[src/rtl/practice.sv]
// 8-bit Fibonacci LFSR (x^8+x^6+x^5+x^4+1) with step enable, seed load under reset
// and lock-up recovery from the all-zero state; out is the MSB of the state.
module practice (
   input  logic clk,
   input  logic rst,
   input  logic ena,
   input  logic seed,
   output logic out
);

   localparam int unsigned W = 8;
   localparam logic [W-1:0] TAPS = 8'hB8;

   logic [W-1:0] s;
   logic [W-1:0] s_next;
   logic         fb;

   // State register; the seed only lands in bit 0, so out is 0 after reset
   always_ff @(posedge clk) begin
      if (!rst) begin
         s <= {(W-1)'(0), seed};
      end else begin
         s <= s_next;
      end
   end

   // Next state: shift in the tap parity, or escape the all-zero lock-up state
   always_comb begin
      s_next = s;
      fb     = ^(s & TAPS);
      if (ena) begin
         if (s == '0) begin
            s_next = W'(1);
         end else begin
            s_next = {s[W-2:0], fb};
         end
      end
   end

   assign out = s[W-1];

endmodule

[config.mk]
export PLATFORM = sky130hd
export DESIGN_NAME = practice
export DESIGN_NICKNAME = d
export VERILOG_FILES = /design/src/rtl/practice.sv
export SDC_FILE = /design/constraint.sdc
export NUM_CORES = 1
export LEC_CHECK = 0
export ABC_AREA = 1
export CELL_PAD_IN_SITES_DETAIL_PLACEMENT = 0
export CELL_PAD_IN_SITES_GLOBAL_PLACEMENT = 2
export CORE_MARGIN = 5
export CORE_UTILIZATION = 24
export CTS_CLUSTER_DIAMETER = 120
export DETAILED_ROUTE_END_ITERATION = 6
export PLACE_DENSITY = 0.76
export SYNTH_ARGS = -nofsm -noshare
export SYNTH_HDL_FRONTEND = slang
export SYNTH_SLANG_ARGS = --single-unit
export TNS_END_PERCENT = 100
[constraint.sdc]
create_clock -name clk -period 1 [get_ports clk]
set_input_delay 0.2 -clock clk [delete_from_list [all_inputs] [get_ports clk]]
set_output_delay 0.2 -clock clk [all_outputs]
set_load 0.05 [all_outputs]
==> results.toml, run 1 <==
[global_routing]
grt_pass1_vias = 332
grt_pass1_wl_um = 1400
grt_overflow_total = 0
antenna_found_initial = 0
grt_max_degree = 10
track_usage_pct = 7.68

[power]
p_int_w = 0.000573
max-vdd-ir-drop_mv = 0.609
p_sw_share_pct = 26.9
p_comb_share_pct = 19.2
power_frac_seq_pct = 46.5
p_switching_w = 0.000210
p_leak_nw = 0.232
pwr-share-clk_pct = 34.2
power.density_nw_per_um2 = 1430

[floorplanning]
initial_core_util_pct = 24.9
core_um2 = 1490
fp.dieW_um = 49.3
row_count = 14
design.die.area_um2 = 2430
io_pins = 5
die_h_um = 49.3

[clock_network]
root_buffer = "clkbuf_4"
cts_buffers = 3
path_clk_slew_ns = 0.06
cts_tree = "done"
htree_levels = 1
clock_latency_ns = 0.26
cts.sinks = 8
clockBufferDepth = 2

[logic_synthesis]
yosys.area.top_type_share_pct = 37.8
syn_area_um2 = 370
yosysSeqAreaShare_pct = 45.9
synth_area_leaders = "dfxtp_1, nor2_1, nand2_1, edfxtp_1, o21ai_0"
synth_cell_types = 14
synthCells = 52
syn_avg_cell_area_um2 = 7.12
ys_ff_latch = 8
synth_nets = 57
ys_warn_count = 0
synth_area_leader_cell = "dfxtp_1"

[worst_setup_path]
crit_buf_inv = 1
worst_setup_path_end_kind = "flop"
critPathSlowestCell = "dfxtp_2"
crit_type = "reg -> reg"
crit_family = "flip-flops"
critical_path_required_ns = 1.02
crit_top_cell = "nor2_1"
startpoint_type = "flop"
slowest_delay_ns = 0.34
critical_path_arrival_ns = 1.08
cp_max_fo = 2
crit_chain = "inv_2, ha_4, nand2_2, nor2_1, nor2_1, a21oi_2"

[run_status]
status = "complete, but fails checks"
violations = "setup timing"

[layout]
final_nets = 72
top_regs = "s (8)"
final_cell_count_no_fill = 82
antenna_cells = 0
top_register = "s"
area_growth_syn_to_layout_pct = 48.3
fill_cells = 163
largest_reg_flops = 8
drive_gt1_share_pct = 39.4

[placed_design]
place.gp.congestion = 0.672
portBuffers = 4
dp_cells = 77
dp_hpwl_um = 629

[drt]
vias_per_cell = 4.40
wl_um = 828
drc = 0
first_pass_iters = 4
routedWlPerCell_um = 10.1
drt_iter0_markers = 4
ant_nets = 0
num_vias = 361

[sta]
holdWs_ns = 0.510
finalCritPeriodShare_pct = 107
period_needed_ns = 1.07
worstMarginPinSlew_ns = 0.141
setup_slack_ns = -0.0661
clock.fmax_mhz = 938
report.final.slew_viol_count = 0
hold_viol = 0
fin_tns_setup_ns = -0.0661
clock_skew_ns = 0.0132
slew_headroom_pct = 90.5
rsz0062_at_grt = "yes"
finalSetupViolations = 1

[worst_hold_path]
min_path_type = "reg -> reg"

[run]
drv_cap = 0
==> Yosys cell counts, drive strengths merged <==
library cell and n:
a21oi 4, buf 1, dfxtp 7, edfxtp 1, ha 1, inv 7, nand2 10, nand3 3
nor2 10, o21ai 8
==> layer usage <==
layer	global-route usage [%]	part of all wire (%)	vias to the layer above
met5	0	0	-
met4	2.69	0	0
met3	5.81	5.2	0
met2	10.7	48	6
met1	8.84	47	158
li1	-	-	197
==> stage by stage <==
step                utilization, %  cell area [um^2]  total power (W)  setup WS [ns]
floorplan                        -               375         0.000441        -0.0771
global placement              32.6               485         0.000498         -0.177
detailed placement            32.6               485         0.000498         -0.201
finish                        36.9               549         0.000783        -0.0661
global route                  36.9               549         0.000837        -0.0910
CTS                           35.8               533         0.000792        -0.0557
==> what timing repair did <==
action,4_1_cts,5_1_grt
buffers inserted,0,1
gates resized for setup,7,3
pin swaps,4,7
hold buffers,0,0
setup endpoints to repair,1,3
==> tightest hold or removal path, cell delays in order (launching register included) <==
cell,delay (ns)
dfxtp_1,0.32
inv_1,0.10
a21oi_1,0.07
==> kinds of logic (layout without fill, tap and decap cells) <==
group / after synthesis / count (layout) / share of synthesized area [%]
AND/OR/NAND/NOR: 23 / 23 / 25.0
AO/OA/AOI/OAI: 12 / 12 / 17.2
flip-flops: 8 / 8 / 45.9
buffers and inverters: 8 / 22 / 8.44
adder cells (fa/ha/maj): 1 / 1 / 3.38
==> final timing paths <==
check | slack (ns) | end | from | cells past startpoint
setup / recovery | -0.07 | s[0]$_DFFE_PP_ | s[4]$_SDFFE_PN0P_ | 6
hold / removal | 0.51 | s[4]$_SDFFE_PN0P_ | s[3]$_SDFFE_PN0P_ | 2
setup reg to reg | -0.07 | s[0]$_DFFE_PP_ | s[4]$_SDFFE_PN0P_ | 6
hold reg to reg | 0.51 | s[4]$_SDFFE_PN0P_ | s[3]$_SDFFE_PN0P_ | 2
==> cells in the final DEF (no fill, tap or decap) <==
cell type,n
o21ai_2,1
a21oi_1,3
clkbuf_1,1
nand3_2,1
nor2_1,9
clkbuf_4,3
o21ai_0,5
dfxtp_2,2
a21oi_2,1
nand2_1,7
inv_2,4
nand3_1,2
dfxtp_1,4
o21ai_1,2
dfxtp_4,1
nor2_2,1
nand2_2,3
clkdlybuf4s50_1,3
buf_4,7
inv_1,3
buf_12,1
edfxtp_1,1
ha_4,1
==> layout make-up <==
class                           instances  area, um^2  area share, %
Clock buffer                            4        26.3           4.78
Tap cell                               16        20.0           3.64
Timing Repair Buffer                   11         103           18.7
Multi-Input combinational cell         36         198           36.0
Inverter                                7        26.3           4.78
Sequential cell                         8         176           32.1
==> power groups by stage <==
stage	Clock, W	Sequential (W)	Combinational, W
finish	0.000268	0.000364	0.000151
global route	0.000303	0.000366	0.000168
CTS	0.000287	0.000363	0.000143
detailed placement	0	0.000368	0.000130
global placement	0	0.000368	0.000130
floorplan	0	0.000371	0.0000696
Power figures use the tool's default switching activity.
==> inputs of run 2 (changes only) <==
CTS_CLUSTER_DIAMETER = not set   (was 120)
==> results of run 2 <==
Final layout, timing and power as in run 1 (identical DEF).
